**config.mk**
```make
export PLATFORM = sky130hd
export DESIGN_NAME = vga_scanout
export DESIGN_NICKNAME = d
export VERILOG_FILES = /design/src/rtl/vga_scanout.sv
export SDC_FILE = /design/constraint.sdc
export NUM_CORES = 1
export LEC_CHECK = 0
export CAP_MARGIN = 20
export CORE_AREA = 4 4 96 98
export DETAILED_ROUTE_END_ITERATION = 10
export DIE_AREA = 0 0 100 102
export PLACE_DENSITY = 0.78
export SLEW_MARGIN = 20
export SYNTH_ARGS = -nofsm -noshare
export SYNTH_HDL_FRONTEND = slang
export SYNTH_SLANG_ARGS = --single-unit
export TNS_END_PERCENT = 10
```
**constraint.sdc**
```tcl
create_clock -name clk -period 3.24 [get_ports clk]
set_input_delay 0.324 -clock clk [delete_from_list [all_inputs] [get_ports clk]]
set_output_delay 0.324 -clock clk [all_outputs]
set_load 0.02 [all_outputs]
```
**src/rtl/vga_scanout.sv**
```systemverilog
`timescale 1ns/1ps
// vga_scanout
//   Text-cell VGA scanout for a 640x480 @ 60 Hz display, driven from a 50 MHz
//   clock with a 25 MHz pixel tick. The screen is a grid of 80x60 cells, each
//   8x8 pixels. Every cell is one 16-bit word in memory, and bits [2:0] of that
//   word select one of eight colours. Cell words are prefetched one cell ahead
//   through a read-only memory port.
//
// Ports
//   clk       system clock, 50 MHz
//   reset     asynchronous, active-low reset
//   enable    scanout enable; while low the block idles in a blanked state
//   addr2     memory port-2 read address
//   dataOut2  memory port-2 read data, valid one clk after addr2
//   dataIn2   memory port-2 write data, tied to zero
//   we2       memory port-2 write enable, tied low
//   hsync     horizontal sync, active-low
//   vsync     vertical sync, active-low
//   red/green/blue  pixel colour, zero outside the visible area
//   vblank    high during vertical blanking (framebuffer update window)
module vga_scanout #(
  parameter logic [15:0] FB_BASE = 16'h2000
) (
  input  logic        clk,
  input  logic        reset,
  input  logic        enable,
  output logic [15:0] addr2,
  input  logic [15:0] dataOut2,
  output logic [15:0] dataIn2,
  output logic        we2,
  output logic        hsync,
  output logic        vsync,
  output logic [7:0]  red,
  output logic [7:0]  green,
  output logic [7:0]  blue,
  output logic        vblank
);

  localparam logic [9:0]  H_VISIBLE    = 10'd640;
  localparam logic [9:0]  H_SYNC_FIRST = 10'd656;
  localparam logic [9:0]  H_SYNC_LAST  = 10'd751;
  localparam logic [9:0]  H_LAST_FETCH = 10'd624;
  localparam logic [9:0]  H_ROW_FETCH  = 10'd792;
  localparam logic [9:0]  H_LAST       = 10'd799;
  localparam logic [9:0]  V_VISIBLE    = 10'd480;
  localparam logic [9:0]  V_SYNC_FIRST = 10'd490;
  localparam logic [9:0]  V_SYNC_LAST  = 10'd491;
  localparam logic [9:0]  V_LAST       = 10'd524;
  localparam logic [15:0] ROW_STRIDE   = 16'd80;

  logic        pixTick;
  logic        fetchPending;
  logic [9:0]  hcount;
  logic [9:0]  vcount;
  logic [9:0]  nextV;
  logic [15:0] rowBase;
  logic [15:0] nextRowBase;
  logic [2:0]  curCell;
  logic [2:0]  nextCell;
  logic [2:0]  pixelCell;
  logic [23:0] pixelRgb;
  logic        hVisible;
  logic        vVisible;
  logic        cellStart;
  logic        unusedDataBits;

  assign dataIn2 = 16'h0000;
  assign we2     = 1'b0;

  // Only the colour index of a cell word matters.
  assign unusedDataBits = ^dataOut2[15:3];

  assign hVisible  = hcount < H_VISIBLE;
  assign vVisible  = vcount < V_VISIBLE;
  assign cellStart = hcount[2:0] == 3'd0;

  // On the first pixel of a cell, curCell is loaded on the same edge that
  // registers the colour, so the colour must come straight from nextCell.
  assign pixelCell = cellStart ? nextCell : curCell;

  // Line after the current one, and the row base that line will use. The row
  // base steps by one row every 8 display lines instead of multiplying.
  // NOTE: every variable written in an always_comb gets a default first, so no
  // path can leave it unassigned and infer a latch.
  always_comb begin
    nextV       = (vcount == V_LAST) ? 10'd0 : vcount + 10'd1;
    nextRowBase = rowBase;
    if (nextV == 10'd0) begin
      nextRowBase = FB_BASE;
    end else if (nextV < V_VISIBLE && nextV[2:0] == 3'd0) begin
      nextRowBase = rowBase + ROW_STRIDE;
    end
  end

  always_comb begin
    pixelRgb = 24'h000000;
    case (pixelCell)
      3'd1:    pixelRgb = 24'hFF0000;
      3'd2:    pixelRgb = 24'h00FF00;
      3'd3:    pixelRgb = 24'h0000FF;
      3'd4:    pixelRgb = 24'hFFFF00;
      3'd5:    pixelRgb = 24'h00FFFF;
      3'd6:    pixelRgb = 24'hFF00FF;
      3'd7:    pixelRgb = 24'hFFFFFF;
      default: pixelRgb = 24'h000000;
    endcase
  end

  // NOTE: all state uses non-blocking assignments, so every register samples
  // values from before the edge no matter how the statements are ordered.
  always_ff @(posedge clk or negedge reset) begin
    if (!reset) begin
      pixTick      <= 1'b0;
      // addr2 already points at cell (0,0), so that word is captured on the
      // first clk after release. The first pixel then gets its real colour.
      fetchPending <= 1'b1;
      hcount       <= 10'd0;
      vcount       <= 10'd0;
      rowBase      <= FB_BASE;
      curCell      <= 3'd0;
      nextCell     <= 3'd0;
      addr2        <= FB_BASE;
      hsync        <= 1'b1;
      vsync        <= 1'b1;
      red          <= 8'h00;
      green        <= 8'h00;
      blue         <= 8'h00;
      vblank       <= 1'b0;
    end else begin
      pixTick <= ~pixTick;

      // Capture the word addressed on the previous clk.
      if (fetchPending) begin
        nextCell     <= dataOut2[2:0];
        fetchPending <= 1'b0;
      end

      if (pixTick) begin
        if (!enable) begin
          // Idle: blanked outputs, counters parked at the frame origin, and
          // cell (0,0) kept prefetched for the first pixel after re-enable.
          hcount       <= 10'd0;
          vcount       <= 10'd0;
          rowBase      <= FB_BASE;
          addr2        <= FB_BASE;
          fetchPending <= 1'b1;
          hsync        <= 1'b1;
          vsync        <= 1'b1;
          red          <= 8'h00;
          green        <= 8'h00;
          blue         <= 8'h00;
          vblank       <= 1'b1;
        end else begin
          hsync  <= !(hcount >= H_SYNC_FIRST && hcount <= H_SYNC_LAST);
          vsync  <= !(vcount >= V_SYNC_FIRST && vcount <= V_SYNC_LAST);
          vblank <= !vVisible;
          {red, green, blue} <= (hVisible && vVisible) ? pixelRgb : 24'h000000;

          if (cellStart && hVisible && vVisible) begin
            curCell <= nextCell;
          end

          // Prefetch one cell ahead. The last fetch of a line (col 79) is
          // issued at hcount 624, and column 0 of the next row at 792.
          if (vVisible && cellStart && hcount <= H_LAST_FETCH) begin
            addr2        <= rowBase + 16'(hcount[9:3]) + 16'd1;
            fetchPending <= 1'b1;
          end else if (hcount == H_ROW_FETCH && nextV < V_VISIBLE) begin
            addr2        <= nextRowBase;
            fetchPending <= 1'b1;
          end

          if (hcount == H_LAST) begin
            hcount  <= 10'd0;
            vcount  <= nextV;
            rowBase <= nextRowBase;
          end else begin
            hcount <= hcount + 10'd1;
          end
        end
      end
    end
  end

endmodule

```
Yosys cells after proc, flatten, opt, wreduce, memory -nomap -nowiden:

Cells that the tools add are included.

* flip-flop bits (word level): 87
* latch bits: 0
* bits in writable memories: 0
* ROM bits: 0
* input port bits: 19
* output and inout bits: 60
* word-level logic and storage cells: 83
* memories: 0

* $add $sub $neg: 5
* $mul: 0
* divide/modulo/power cells: 0
* order comparisons: 8
* equal/unequal tests: 12
* shift operators: 0
* muxes and demuxes: 25
* bitwise operators: 1
* reduce and logical (&&, ||, !) cells: 18

Operators by type and width (number)
* $pmux W24 S7: 1
* $mux W16: 7
* $mux W10: 5
* $eq A10 B10 Y1 const B: 3
* $mux W24: 1
* $mux W8: 3
* $add A10 B1 Y10 const B: 2
* $le A10 B10 Y1 const B: 2
* $lt A10 B9 Y1 const B: 2
* $add A16 B1 Y16 const B: 1
* $add A16 B7 Y16: 1
* $add A16 B7 Y16 const B: 1
* $eq A3 B3 Y1 const B: 4
* $ge A10 B10 Y1 const B: 1
* $ge A10 B9 Y1 const B: 1
* $le A10 B9 Y1 const B: 1
* $logic_not A10 Y1: 1
* $lt A10 B10 Y1 const B: 1
* $logic_and A1 B1 Y1: 9
* $mux W1: 7
* $eq A3 B2 Y1 const B: 2
* $logic_not A3 Y1: 2
* $reduce_and A2 Y1: 2
* $eq A3 B1 Y1 const B: 1
* 6 further kinds: 8

Longest topological paths before layout:

* word-level depth: 9
* depth in mapped cells: 10
* gate-level depth less buffers: 10

Worst setup path after synthesis:

OpenSTA, ideal clock, no wires.

* path type: register -> register
* start point: register vcount[0]
* end point: register addr2[15]
* library setup time: 0.126 ns
* data arrival time: 2.432 ns
* setup slack: 0.682 ns
* stages on the path, launching flop included: 10
* period minus slack after synthesis: 2.558 ns
* cells stage by stage: dfrtp_1 ha_1 clkbuf_1 and4_1 xnor2_1 o22ai_1 o31a_1 a21o_1 buf_6 a221o_1

* cells in the longest elaborated chain, start to end: 9
* elaborated cells between the ends (all ways): 18
* classes of those cells: add/sub (1); order compare (2); eq/ne (2); mux (6); reduce/logical (7)

Ends and longest elaborated chain
* from (decl): line 54 `logic [9:0] vcount;`
* from (signal assigned): line 175 `vcount <= nextV;`
* $add A10 B1 Y10 / $eq A10 B10 Y1 (equally long branches): line 86 `nextV = (vcount == V_LAST) ? 10'd0 : vcount + 10'd1;`
* $mux W10: line 86
* $lt A10 B9 Y1 / $logic_not A3 Y1 (equally long branches): line 90, 168
* $logic_and A1 B1 Y1: line 90 `end else if (nextV < V_VISIBLE && nextV[2:0] == 3'd0) begin`
* $mux W16: line 90
* $mux W16: line 88 `if (nextV == 10'd0) begin`
* $mux W16: line 168 `end else if (hcount == H_ROW_FETCH && nextV < V_VISIBLE) begin`
* $mux W16: line 165 `if (vVisible && cellStart && hcount <= H_LAST_FETCH) begin`
* $mux W16: line 139 `if (!enable) begin`
* to (signal assigned): line 166 `addr2 <= rowBase + 16'(hcount[9:3]) + 16'd1;`
* to (signal assigned): line 169 `addr2 <= nextRowBase;`
* to (decl): line 27 `output logic [15:0] addr2,`

Several ways; a longest one is shown, not always the timed one. The select of a mux whose other input is x is not followed.
A chain may end at the register's enable or synchronous reset.

Worst setup path after layout:

* start point: register vcount[6]
* end point: register addr2[9]

The elaborated chain is that of the path after synthesis.

==> run metrics <==
GR Layer Usage met1=0.2750; status=finished with violations; CP endpoint kind=register; Yosys cell types=70; CTS Hold Bufs=0; row cnt=34; Comb pwr share=0.235; DR DRC count=0; CTS Root Cell=clkbuf_8; clock share of power=0.328; Switching Power=644.3 µW; flop-to-flop setup slack=0.36 ns; CTS Buf Count=9; post-DP HPWL=7.440 mm; RSZ-0062 raised after global routing=no; Peak supply drop=0.2155 mV; pre-CTS WS=0.4338 ns; synthesized cell area=4367 µm²; max-slew violations=0; core area=8466 µm²; most frequent cells in the layout=61 x dfrtp_1, 47 x clkdlybuf4s50_1, 41 x o21ai_0; Sink Count=66; first-pass GRT wire length=16.77 mm; Internal=1.422 mW; M2 GR Usage=0.3371; r2r endpoint=addr2[9]; Seq/Total Area, Yosys=0.3797; DR iter-0 viols=225; Clock Latency Late Sink=0.36 ns; Starting Density=0.5158; vias post-DR=3668; final wirelength=10.29 mm; DRT Pass-1 Iters=5; I/O pins=79; Placed Area=4722 µm²; Clock Skews=0.01102 ns; post-CTS setup buffer count=0; crit start category=register; final setup margin=0.3604 ns; fin crit share=0.8888; count of final hold-check violations=24; Yosys top cell by area=dfrtp_1; ratio of cells with drive above 1 in the final layout=0.09515; grt ovf=0; Ys Warns=0; ANT cells=0; Final setup viols=0; worst r2r src=vcount[6]; gr busiest metal=met2; leading cell type in the layout, fill and taps excluded=dfrtp_1; Arrival @ worst endpoint=3.12 ns; crit path max fanout=12; CP bufs+invs=1; Post-CTS Resized=0; Worst-path clk slew=0.08 ns; Clock Tree Buf Depth=2; Syn Inst Count=488; failing checks=hold timing; vias in the first global route=3412; Worst-Margin Slew=0.6881 ns; Final Cell Area=4907 µm²; CP peak stage delay=0.59 ns; H-tree Lvls=3; Slew HR=0.5370; Fin Hold WS=-0.01586 ns; Slowest cell on crit path=dfrtp_1; Switching Fraction=0.3118; Power per Cell Area=421.1 nW/µm²; worst setup path class=register to register; Main synth FF type=dfrtp_1; Leakage=2.012 nW; nets@finish=542; initial antenna violation count=0; TritonCTS clock tree=yes; critical-path cell list=nand4_1, o31ai_2, a21oi_1, o31a_1, a21o_1, buf_4, a221o_1; Layout Area Growth over Synthesis=12.38%; Max Cap Violations=0; #FFs+latches synth=66; Syn Area/Cell=8.948 µm²; fin crit period=2.880 ns; routability cong.=0.8578; Fmax=347.3 MHz; port buffer count=48; CP delay by family, top=compound AO/OA/AOI/OAI gates; WL/cell=16.52 µm; Reg2Reg Depth=7; asr flop ratio synth=1.000; largest cells by area after synthesis=dfrtp_1 35%, buf_4 6.7%, o21ai_0 4.7%; die height=102 µm; largest net degree at the start of global routing=29; Vias per Instance=5.888; post-route ant nets=0; die area=10200 µm²; worst endpoint required time=3.48 ns; GRT Overall Usage=0.2061; Flop pwr share=0.437; setup TNS=0 ns; EDFF count, synth=0; min-delay worst type=input port to asynchronous set/reset pin; met3 Resource Use GR=0.03823; Die X=100 µm; top cell type's share of synthesized area=0.3496
worst max path at each step:
stage          cells past startpoint  startpoint  slack, ns   endpoint
6_report                           7   vcount[6]       0.36   addr2[9]
5_1_grt                            7   vcount[6]       0.24  addr2[11]
4_1_cts                            7   vcount[6]       0.41   addr2[9]
3_5_place_dp                       7   vcount[5]       0.43   addr2[9]
3_3_place_gp                       7   vcount[6]       0.47   addr2[9]
2_1_floorplan                      9   vcount[0]       0.68  addr2[15]
final cells by class:
class / count / area, µm²
tap: 108 / 135.1
multi-input combinational: 353 / 2288
fill: 723 / 3558
inverter: 20 / 75.07
timing repair buffer: 60 / 565.5
clock buffer: 10 / 127.6
sequential: 66 / 1658
clock inverter: 6 / 57.56
metrics by stage:
step           hold WS, ns  cells  utilization  total power [mW]
6_report          -0.01586    623       0.5797             2.067
5_1_grt            0.04003    623       0.5797             2.155
4_1_cts           0.004295    623       0.5797             2.083
3_5_place_dp        0.3853    607       0.5578             1.409
3_3_place_gp        0.3743    607       0.5578             1.394
2_1_floorplan      0.02841    504            -             1.280
metal layers:
| layer | routed length (µm) | up-vias |
|---|---|---|
| met5 | 0 | - |
| met4 | 163 | 0 |
| met3 | 630 | 15 |
| met2 | 5024 | 121 |
| met1 | 4472 | 1774 |
| li1 | - | 1758 |
power groups by stage:
stage	registers, mW	logic, mW	clock network [mW]
finish	0.902	0.486	0.678
global route	0.909	0.517	0.728
CTS	0.903	0.491	0.690
detailed placement	0.919	0.490	0
global placement	0.914	0.480	0
floorplan	0.928	0.352	0
synth_stat cells, types with 5 or more instances:
library cell  count
nand3_1          19
and3_1            5
a221o_1           6
nor2_1           25
xnor2_1          13
nor2b_1           6
o21ai_0          41
or3_1            10
a22oi_1           5
xor2_1           10
mux2_2            6
a21o_1            6
ha_1             12
a21oi_1          17
buf_4            39
clkbuf_1         18
a31oi_1           6
buf_2             6
nor3_1            7
nand2_1          39
inv_1            20
dfstp_2           5
nand2b_1          5
dfrtp_1          61
o31ai_1          12
o21ai_1           8
nand4_1          10
logic make-up (layout without fill, tap and decap cells):
family | after synthesis | in the layout | share of synthesized area
simple gates | 156 | 156 | 0.1968
compound gates | 134 | 134 | 0.2029
buf+inv | 85 | 96 | 0.1100
flops | 66 | 66 | 0.3797
xor+xnor | 23 | 23 | 0.04613
fa+ha+maj | 14 | 14 | 0.04126
mux | 9 | 9 | 0.02235
other cells | 1 | 17 | 0.0008588
sequential cells by signal, summed over array words and instances (netlist names), 3 cells and up:
register and flops:
addr2 16, rowBase 16, hcount 10, vcount 10
curCell 3, nextCell 3
(Power assumes the default switching activity.)
